--- src/rtl/out_port_reader.sv ---
// -----------------------------------------------------------------------------
// out_port_reader
//
// Buffers words written by the CPU to its output port and hands them to an
// external device over a valid/ready interface. The buffer is a small FIFO
// whose head is presented combinationally. A write that arrives while the
// FIFO is full, with no pop on the same edge, is dropped and raises a sticky
// overflow flag.
//
// Parameters
//   DW     : width of the CPU output-port word
//   DEPTH  : number of FIFO entries (power of two, 2..16)
//
// Ports
//   clock      in   single clock, rising edge
//   Reset      in   asynchronous, active-low reset
//   OutPortin  in   CPU write strobe; BusMuxOut is pushed on this edge
//   BusMuxOut  in   CPU bus data [DW]
//   dev_data   out  head FIFO entry [DW]
//   dev_valid  out  dev_data holds a valid word
//   dev_ready  in   device accepts the head word
//   full       out  FIFO holds DEPTH entries
//   empty      out  FIFO holds no entries
//   count      out  current occupancy [log2(DEPTH)+1]
//   overflow   out  sticky: a write was dropped
//   clr_ovf    in   synchronous clear of overflow (a drop on the same edge wins)
//   words_out  out  words accepted by the device, modulo 2^16
// -----------------------------------------------------------------------------
module out_port_reader #(
  parameter int  DW    = 32,
  parameter int  DEPTH = 4,
  localparam int AW    = $clog2(DEPTH),
  localparam int CW    = AW + 1
) (
  input  logic          clock,
  input  logic          Reset,
  input  logic          OutPortin,
  input  logic [DW-1:0] BusMuxOut,
  output logic [DW-1:0] dev_data,
  output logic          dev_valid,
  input  logic          dev_ready,
  output logic          full,
  output logic          empty,
  output logic [CW-1:0] count,
  output logic          overflow,
  input  logic          clr_ovf,
  output logic [15:0]   words_out
);

  logic [DW-1:0] r_mem [DEPTH];
  logic [AW-1:0] r_rd_ptr;
  logic [AW-1:0] r_wr_ptr;
  logic [CW-1:0] r_count;
  logic          r_overflow;
  logic [15:0]   r_words_out;

  logic w_full;
  logic w_empty;
  logic w_pop;
  logic w_push;
  logic w_drop;

  assign w_full  = (r_count == CW'(DEPTH));
  assign w_empty = (r_count == '0);

  // A pop frees the head slot on the same edge, so a full FIFO can still
  // accept a write when the device takes a word in that cycle.
  assign w_pop  = !w_empty && dev_ready;
  assign w_push = OutPortin && (!w_full || w_pop);
  assign w_drop = OutPortin && w_full && !w_pop;

  // NOTE: the storage array has no reset; every entry is written before it can
  // become the head, and keeping reset off it lets it map onto plain RAM.
  always_ff @(posedge clock) begin
    if (w_push) begin
      r_mem[r_wr_ptr] <= BusMuxOut;
    end
  end

  // NOTE: all state is updated with non-blocking assignments so every register
  // sees the pre-edge values of the others, independent of statement order.
  always_ff @(posedge clock or negedge Reset) begin
    if (!Reset) begin
      r_rd_ptr    <= '0;
      r_wr_ptr    <= '0;
      r_count     <= '0;
      r_overflow  <= 1'b0;
      r_words_out <= '0;
    end else begin
      // Pointers are exactly log2(DEPTH) bits wide, so they wrap modulo DEPTH.
      if (w_pop) begin
        r_rd_ptr    <= r_rd_ptr + AW'(1);
        r_words_out <= r_words_out + 16'd1;
      end
      if (w_push) begin
        r_wr_ptr <= r_wr_ptr + AW'(1);
      end
      case ({w_push, w_pop})
        2'b10:   r_count <= r_count + CW'(1);
        2'b01:   r_count <= r_count - CW'(1);
        default: r_count <= r_count;
      endcase
      // Set has priority over clear.
      if (w_drop) begin
        r_overflow <= 1'b1;
      end else if (clr_ovf) begin
        r_overflow <= 1'b0;
      end
    end
  end

  assign dev_data  = r_mem[r_rd_ptr];
  assign dev_valid = !w_empty;
  assign full      = w_full;
  assign empty     = w_empty;
  assign count     = r_count;
  assign overflow  = r_overflow;
  assign words_out = r_words_out;

endmodule

--- config.mk ---
export PLATFORM = sky130hd
export DESIGN_NAME = out_port_reader
export DESIGN_NICKNAME = d
export VERILOG_FILES = /design/src/rtl/out_port_reader.sv
export SDC_FILE = /design/constraint.sdc
export NUM_CORES = 1
export LEC_CHECK = 0
export BUFFER_PORTS_ARGS = -buffer_cell sky130_fd_sc_hd__buf_4
export CAP_MARGIN = 20
export CORE_UTILIZATION = 30
export DETAILED_ROUTE_END_ITERATION = 10
export GPL_ROUTABILITY_DRIVEN = 1
export PLACE_DENSITY_LB_ADDON = 0.1
export SETUP_SLACK_MARGIN = 0.15
export SLEW_MARGIN = 20
export SYNTH_ARGS = -nofsm -noshare
export SYNTH_HDL_FRONTEND = slang
export SYNTH_SLANG_ARGS = --single-unit
--- constraint.sdc ---
create_clock -name clock -period 2.05 [get_ports clock]
set_input_delay 0.41 -clock clock [delete_from_list [all_inputs] [get_ports clock]]
set_output_delay 0.41 -clock clock [all_outputs]
set_load 0.05 [all_outputs]
## Word-level counts from Yosys, hierarchy flattened

Memory sizes are Yosys's and may differ from the RTL's.
Cells that the tools add are included.
W data, S select, Z words.

| storage, ports and cells | value |
|---|---|
| output and inout port bits | 55 |
| flip-flop bits (word level) | 24 |
| bits in writable memories | 128 |
| memories | 1 |

Memories:

| name | words | bits a word | read ports | clocked after Yosys merged registers in | wr ports | RTL line | RTL |
|---|---|---|---|---|---|---|---|
| r_mem | 4 | 32 | 1 | 0 | 1 | 50 | `logic [DW-1:0] r_mem [DEPTH];` |

| cells by class | value |
|---|---|
| mux-type cells | 5 |
| reductions and logical operators | 11 |
| equality and inequality tests | 3 |
| add/subtract/negate cells | 5 |

Operators with widths:

| cell | number |
|---|---|
| $add A16 B1 Y16 const B | 1 |
| $pmux W3 S2 | 1 |
| $add A2 B1 Y2 const B | 2 |
| $logic_and A1 B1 Y1 | 4 |
| $mux W1 | 4 |
| $reduce_bool A2 Y1 | 2 |
| $add A3 B1 Y3 const B | 1 |
| $eq A3 B3 Y1 const B | 1 |
| $logic_not A1 Y1 | 3 |
| $logic_not A3 Y1 | 1 |
| $sub A3 B1 Y3 const B | 1 |
| $eq A2 B1 Y1 const B | 1 |
| $eq A2 B2 Y1 const B | 1 |
| $logic_or A1 B1 Y1 | 1 |

## Depth between registers and ports, before layout

Gate-level depths: netlist (run 1).

| logic depth | value |
|---|---|
| depth in word-level cells | 7 |
| mapped depth | 7 |

## Least setup slack after synthesis (run 1)

No wires, ideal clock.

| path | value |
|---|---|
| kind | register to register |
| from | register r_count[0], in the netlist count[0] |
| to | memory r_mem[0][0], enable pin |
| period minus slack after synthesis | 2.425 ns |
| cell stages (with the launch flop) | 5 |
| data required time | 1.658 ns |
| path slack | -0.375 ns |
| data arrival time | 2.033 ns |
| cell sequence | dfrtp_1 nor2_1 nand2_1 o21a_1 and2_1 |

| on the way | value |
|---|---|
| word-level cells in the longest chain between the ends | 7 |
| elaborated cells between the ends (all ways) | 9 |

RTL lines:

| what | RTL line | RTL |
|---|---|---|
| start: declaration | 53 | `logic [CW-1:0] r_count;` |
| start signal: assignment | 99 | `2'b10: r_count <= r_count + CW'(1);` |
| start signal: assignment | 100 | `2'b01: r_count <= r_count - CW'(1);` |
| start signal: assignment | 101 | `default: r_count <= r_count;` |
| $logic_not A3 Y1 | 64 | `assign w_empty = (r_count == '0);` |
| $logic_not A1 Y1 | 68 | `assign w_pop = !w_empty && dev_ready;` |
| $logic_and A1 B1 Y1 | 68 |  |
| $logic_or A1 B1 Y1 (*) | 69 | `assign w_push = OutPortin && (!w_full \|\| w_pop);` |
| $logic_and A1 B1 Y1 (*) | 69 |  |
| $mux W1 (*) | 75 | `if (w_push) begin` |
| $mux W1 (not written as such) (*) | 76 | `r_mem[r_wr_ptr] <= BusMuxOut;` |
| end: declaration | 50 |  |

Every way passes the cells marked *; elsewhere a longest branch is shown, timed or not.

## Worst setup path in the final report (run 1)

| path | value |
|---|---|
| from | register r_rd_ptr[0] |
| to | output port dev_data[11] |

| on the way | value |
|---|---|
| word-level cells in the longest chain between the ends | 1 |

RTL lines:

| what | RTL line | RTL |
|---|---|---|
| start: declaration | 51 | `logic [AW-1:0] r_rd_ptr;` |
| start signal: assignment | 92 | `r_rd_ptr <= r_rd_ptr + AW'(1);` |
| $mem_v2 Z4 W32 | - |  |
| end: declaration | 39 | `output logic [DW-1:0] dev_data,` |

No other way between the ends.

==> flow_metrics.env, run 1 <==
export IMPL_status="finished, violations left"
export IMPL_failed_checks="negative setup slack"
export IMPL_p_sw_w=0.005064
export IMPL_slew_headroom_pct=60.62
export IMPL_syn_inst=278
export IMPL_grt_total_usage_pct=12.89
export IMPL_post_route_period_util_pct=108.2
export IMPL_r2r_cells=7
export IMPL_wirelength_um=12080
export IMPL_grt_max_degree=25
export IMPL_pin_count=92
export IMPL_r2r_start="count[2]"
export IMPL_core_area_mm2=0.01889
export IMPL_rsz0062_at_grt="true"
export IMPL_initial_utilization_pct=30.85
export IMPL_combPwrFrac_pct=46.5
export IMPL_hpwl_um=7426
export IMPL_finClkSkew_ns=0.01451
export IMPL_final_nets=451
export IMPL_cp_end_kind="output pin"
export IMPL_cts_tree="done"
export IMPL_syn2layout_area_growth_pct=37.51
export IMPL_max_cap_violations=0
export IMPL_dieWidth_um=141.4
export IMPL_cts_buffers=17
export IMPL_fmaxAchievable_ghz=0.4507
export IMPL_synth_edff_count=128
export IMPL_clk_pin_slew_ns=0.07
export IMPL_setup_ws_ns=-0.1689
export IMPL_remaining_drc_errors=0
export IMPL_async_flop_share_pct=15.79
export IMPL_wl_per_cell_um=17.74
export IMPL_clock_power_share_pct=21.8
export IMPL_fin_util_pct=42.42
export IMPL_clockBufferDepth=2
export IMPL_syn_nets=321
export IMPL_num_rows=50
export IMPL_antenna_found_initial=0
export IMPL_firstDrtPassIters=4
export IMPL_hold_end="overflow"
export IMPL_synth_area_mm2=0.005828
export IMPL_htree_levels=4
export IMPL_pwr_share_seq_pct=31.7
export IMPL_diodes=0
export IMPL_met2_usage_pct=20.71
export IMPL_max_slew_worst_pin_slew_ns=0.5862
export IMPL_internal_power_w=0.008532
export IMPL_grt_ovfl_total=0
export IMPL_clk_latency_ns=0.42
export IMPL_min_from="clr_ovf"
export IMPL_ir_drop_mv=0.7085
export IMPL_placed_area_mm2=0.007015
export IMPL_ys_seq_area_share_pct=76.26
export IMPL_place_congestion=0.6895
export IMPL_start_kind="flip-flop"
export IMPL_synth_seq_cells=152
export IMPL_numClockSinks=152
export IMPL_finalCriticalPeriod_ns=2.219
export IMPL_design_area_mm2=0.008014
export IMPL_dpl_cell_count=631
export IMPL_n_fill_cell=1716
export IMPL_ys_warn_count=0
export IMPL_drt_iter0_drc=117
export IMPL_path_class="reg -> out"
export IMPL_grt_use_met1_pct=16.08
export IMPL_min_path_cells=2
export IMPL_crit_path_max_fanout=5
export IMPL_ys_flop_type="edfxtp_1"
export IMPL_pwr_density_cell_mw_per_mm2=1696
export IMPL_grt_first_pass_wirelength_um=18400
export IMPL_hold_viol_final=0
export IMPL_avgSynthCellArea_um2=20.96
export IMPL_synth_cell_types=35
export IMPL_grt_pass1_vias=3217
export IMPL_dp_slack_ns=0.1186
export IMPL_swShare_pct=37.25
export IMPL_synth_top_area_share_pct=65.95
export IMPL_die_area_mm2=0.01999
export IMPL_tns_ns=-4.348
export IMPL_ff2ff_setup_slack_ns=0.13
export IMPL_crit_required_ns=1.64
export IMPL_timing_rr_end="count[1]"
export IMPL_worst_ep_arrival_time_ns=1.81
export IMPL_setup_viol=32
export IMPL_viasPerCell=4.490
export IMPL_hold_path_class="in -> reg"
export IMPL_io_buffers=91
export IMPL_report_final_slew_viol_count=0
export IMPL_leakagePower_nw=2.941
export IMPL_post_synth_top_area_cell="edfxtp_1"
export IMPL_root_buffer="clkbuf_16"
export IMPL_final_cells=681
export IMPL_postRouteAntennaNets=0
export IMPL_vias=3058
export IMPL_grt_busiest_layer="met2"
export IMPL_grtUsageMet3_pct=4.556
export IMPL_die_h_um=141.4
export IMPL_synth_area_leaders="edfxtp_1, mux4_2, dfrtp_1"
export IMPL_drive_gt1_share_pct=47.98
synth_stat cells, drive strengths merged, types with 2 or more instances:
| cell type | instances |
|---|---|
| mux4 | 32 |
| and3 | 2 |
| mux2 | 2 |
| edfxtp | 128 |
| xnor2 | 14 |
| nand2 | 8 |
| o211ai | 2 |
| xor2 | 6 |
| o21ai | 2 |
| dfrtp | 24 |
| nand3b | 2 |
| nor3 | 2 |
| ha | 5 |
| clkbuf | 5 |
| nor2 | 4 |
| nand3 | 5 |
| nand4 | 2 |
| and2 | 5 |
| inv | 7 |
| buf | 6 |
cell type report:
cell class / count / area (um^2) / share of cell area (%)
timing repair buffer: 122 / 1305 / 16.28
clock buffer: 20 / 436.7 / 5.449
sequential: 152 / 4451 / 55.53
tap: 260 / 325.3 / 4.059
inverter: 7 / 30.03 / 0.3747
clock inverter: 12 / 127.6 / 1.593
multi-input combinational: 108 / 1339 / 16.71
placed cells by master (no fill, tap or decap), types with 2 or more instances in the layout:
cell        Yosys  layout
and2_2          0       4
xor2_1          6       6
mux4_2         32      32
nor2_1          4       3
edfxtp_1      128     128
and3_1          2       2
bufinv_16       0       2
dfrtp_2         0       5
dfrtp_1        24      19
mux2_2          2       2
clkinv_2        0       5
buf_8           0       5
clkbuf_1        5       3
clkinvlp_4      0       2
buf_4           0      65
nand4_1         2       2
buf_6           0      35
nand2_1         8       7
clkinv_4        0       3
xnor2_1        14      14
nor3_1          2       2
ha_1            5       5
buf_12          0      13
inv_1           7       6
nand3_1         5       5
o211ai_1        2       2
nand3b_1        2       2
clkbuf_16       0      19
power groups by stage:
stage / Clock (W) / Sequential (W) / Combinational [W]
global route: 0.00319 / 0.00438 / 0.00665
global placement: 0 / 0.00440 / 0.00531
detailed placement: 0 / 0.00442 / 0.00533
finish: 0.00296 / 0.00431 / 0.00632
CTS: 0.00305 / 0.00432 / 0.00619
floorplan: 0 / 0.00464 / 0.00335
critical path: stages (launching register included):
cell and delay [ns]:
dfrtp_2 0.41, buf_6 0.14, clkbuf_16 0.15, mux4_2 0.52, buf_6 0.17
worst max path at each step:
stage                           start            to  slack (ns)  cells after the start
after global routing      r_rd_ptr[0]  dev_data[22]       -0.23                      4
final                     r_rd_ptr[0]  dev_data[11]       -0.17                      4
after detailed placement    dev_ready      count[1]        0.12                      7
after global placement      dev_ready      count[1]        0.18                      7
after CTS                 r_rd_ptr[0]  dev_data[12]       -0.20                      4
after floorplan              count[2]      count[1]       -0.07                      7
sequential cells by signal, summed over array words and instances (netlist names):
| name | cells |
|---|---|
| r_wr_ptr | 2 |
| overflow | 1 |
| words_out | 16 |
| r_mem | 128 |
| count | 3 |
| r_rd_ptr | 2 |
per-stage QoR:
stage | total power (W) | hold slack [ns]
after floorplan | 0.007985 | 0.1144
after global placement | 0.009709 | 0.3384
after detailed placement | 0.009744 | 0.3385
after CTS | 0.01356 | 0.1551
after global routing | 0.01422 | 0.1651
final | 0.01360 | 0.1783
cells by family (layout without fill, tap and decap cells):
logic type / after synthesis / in the layout / share of synthesized area, %
and+or+nand+nor: 35 / 35 / 3.435
adders and majority gates: 6 / 6 / 1.417
DFF: 152 / 152 / 76.26
xor gates and xnor gates: 20 / 20 / 3.006
buffers and inverters: 18 / 161 / 1.288
muxes: 35 / 35 / 12.92
AOI/OAI and AO/OA: 12 / 12 / 1.675
metal layers:
layer	part of all wire, %	up-vias	wire length (um)
li1	-	1371	-
met1	45	1588	5473
met2	48	84	5810
met3	5.1	15	615
met4	1.5	0	183
met5	0	-	0
what timing repair did:
action | 4_1_cts | 5_1_grt
hold buffers | 1 | 0
gates resized for setup | 41 | 12
cloned | 1 | 2
setup buffers | 13 | 1
pin swaps | 6 | 5
endpoints found under the hold margin | 24 | 0
setup endpoints to repair | 35 | 105
Power figures use the tool's default switching activity.
==> inputs of run 2 (changes only) <==
--- a/config.mk
+++ b/config.mk
@@ -7,9 +7,11 @@
 export LEC_CHECK = 0
 export BUFFER_PORTS_ARGS = -buffer_cell sky130_fd_sc_hd__buf_4
 export CAP_MARGIN = 20
+export CORE_MARGIN = 4
 export CORE_UTILIZATION = 30
 export DETAILED_ROUTE_END_ITERATION = 10
 export GPL_ROUTABILITY_DRIVEN = 1
+export GPL_TIMING_DRIVEN = 0
 export PLACE_DENSITY_LB_ADDON = 0.1
 export SETUP_SLACK_MARGIN = 0.15
 export SLEW_MARGIN = 20
==> run 2 against run 1 <==
  * The run still ends with negative setup slack left
  * Clock skew fell by 0.0091 ns
  * Fmax rose by 1.3%
  * Worst hold slack improved by 0.0068 ns
  * Critical path type unchanged
  * Highest routed layer unchanged
==> flow_metrics.env, run 2 (same netlist as run 1, synthesis figures left out) <==
export IMPL_clk_pin_slew_ns=0.06
export IMPL_min_path_cells=2
export IMPL_vias=3031
export IMPL_initial_utilization_pct=30.85
export IMPL_grt_first_pass_wirelength_um=19550
export IMPL_hpwl_um=7130
export IMPL_hold_viol_final=0
export IMPL_diodes=0
export IMPL_drive_gt1_share_pct=47.87
export IMPL_core_area_mm2=0.01889
export IMPL_remaining_drc_errors=0
export IMPL_clk_latency_ns=0.41
export IMPL_slew_headroom_pct=65.80
export IMPL_io_buffers=89
export IMPL_grt_ovfl_total=0
export IMPL_r2r_cells=7
export IMPL_hold_path_class="in -> reg"
export IMPL_status="finished, violations left"
export IMPL_n_fill_cell=1721
export IMPL_crit_required_ns=1.64
export IMPL_numClockSinks=152
export IMPL_grt_pass1_vias=3334
export IMPL_rsz0062_at_grt="true"
export IMPL_cp_end_kind="output pin"
export IMPL_firstDrtPassIters=4
export IMPL_tns_ns=-3.471
export IMPL_path_class="reg -> out"
export IMPL_finalCriticalPeriod_ns=2.190
export IMPL_max_cap_violations=0
export IMPL_design_area_mm2=0.007954
export IMPL_num_rows=50
export IMPL_grt_total_usage_pct=12.18
export IMPL_cts_tree="done"
export IMPL_final_nets=453
export IMPL_wirelength_um=12740
export IMPL_largest_register_ffs=128
export IMPL_start_kind="flip-flop"
export IMPL_report_final_slew_viol_count=0
export IMPL_fmaxAchievable_ghz=0.4566
export IMPL_regMostFlops="r_mem"
export IMPL_root_buffer="clkbuf_16"
export IMPL_hold_worst_slack_ns=0.1851
export IMPL_drt_iter0_drc=93
export IMPL_pwr_density_cell_mw_per_mm2=1716
export IMPL_pin_count=92
export IMPL_finClkSkew_ns=0.005428
export IMPL_fin_util_pct=42.10
export IMPL_die_area_mm2=0.02172
export IMPL_antenna_found_initial=0
export IMPL_syn2layout_area_growth_pct=36.47
export IMPL_postRouteAntennaNets=0
export IMPL_placed_area_mm2=0.006843
export IMPL_post_route_period_util_pct=106.8
export IMPL_setup_viol=32
export IMPL_place_congestion=0.7100
export IMPL_layout_common_cells="edfxtp_1, buf_4, buf_6"
export IMPL_grt_max_degree=25
export IMPL_failed_checks="negative setup slack"
export IMPL_setup_ws_ns=-0.1402
export IMPL_final_common_cell="edfxtp_1"
export IMPL_max_slew_worst_pin_slew_ns=0.5091
export IMPL_leakagePower_nw=2.926
export IMPL_die_h_um=147.4
export IMPL_cts_buffers=17
export IMPL_wl_per_cell_um=18.68
export IMPL_worst_ep_arrival_time_ns=1.78
export IMPL_ir_drop_mv=0.8245
export IMPL_clockBufferDepth=2
export IMPL_crit_path_max_fanout=10
export IMPL_htree_levels=4
export IMPL_dieWidth_um=147.4
export IMPL_viasPerCell=4.444
## run 2: changes by cell type in the layout (fill, tap and decap cells not counted), moves of 2 or more
| cell | before | now |
|---|---|---|
| and2_2 | 4 | 0 |
| and2_4 | 0 | 8 |
| buf_12 | 13 | 7 |
| buf_4 | 65 | 68 |
| bufinv_16 | 2 | 4 |
| clkbuf_1 | 3 | 1 |
| clkbuf_16 | 19 | 17 |
| clkbuf_8 | 0 | 3 |
| clkinv_1 | 0 | 2 |
| dfrtp_1 | 19 | 21 |
| dfrtp_2 | 5 | 3 |
## run 2: area by class of cell
type	instances	area (um^2)	area share, %
Buffer	11	137.6	1.730
Clock buffer	17	425.4	5.348
Clock inverter	14	181.4	2.281
Inverter	7	30.03	0.3775
Multi-Input combinational cell	112	1385	17.41
Sequential cell	152	4448	55.92
Tap cell	260	325.3	4.090
Timing Repair Buffer	109	1021	12.84
## run 2: worst max-delay path, stage by stage, from the launching register on
cell and delay (ns):
dfrtp_1 0.34, buf_6 0.15, buf_12 0.16, mux4_2 0.54, buf_6 0.18
## run 2: path summary, 6_finish.rpt
path	from	slack, ns	end
setup / recovery	r_rd_ptr[0]	-0.14	dev_data[26]
hold / removal	clr_ovf	0.19	overflow
setup reg to reg	count[0]	0.14	count[1]
hold reg to reg	words_out[15]	0.47	words_out[15]
max in group asynchronous	Reset	1.35	count[1]
min in group asynchronous	Reset	0.43	words_out[9]
## run 2: stage by stage
step	total power, W	instances	setup WS (ns)
after global routing	0.01429	682	-0.2257
after detailed placement	0.009551	627	-0.2834
after floorplan	0.007985	278	-0.06995
after global placement	0.009505	627	-0.2984
after CTS	0.01378	678	-0.1805
final	0.01365	682	-0.1402
## run 2: routing by layer
metal | global-route usage, % | part of all wire [%] | vias to the layer above
met4 | 4.613 | 1.5 | 0
met3 | 3.648 | 4.6 | 14
met1 | 15.61 | 44 | 1565
met2 | 19.63 | 49 | 75
li1 | - | - | 1377
met5 | 0 | 0 | -
## run 2: where the power goes
group | switching, W | internal (W) | total (W)
sequential | 0.000231 | 0.00405 | 0.00428
combinational | 0.00365 | 0.00250 | 0.00615
clock | 0.00120 | 0.00202 | 0.00322
## run 2: what timing repair did
action                                  4_1_cts  5_1_grt
setup buffers                                15        4
endpoints found under the setup margin      165       82
pin swaps                                     8        0
gates resized for setup                      72        7
gates cloned                                  4        0
hold endpoints to repair                     24        0
hold buffers                                  1        0
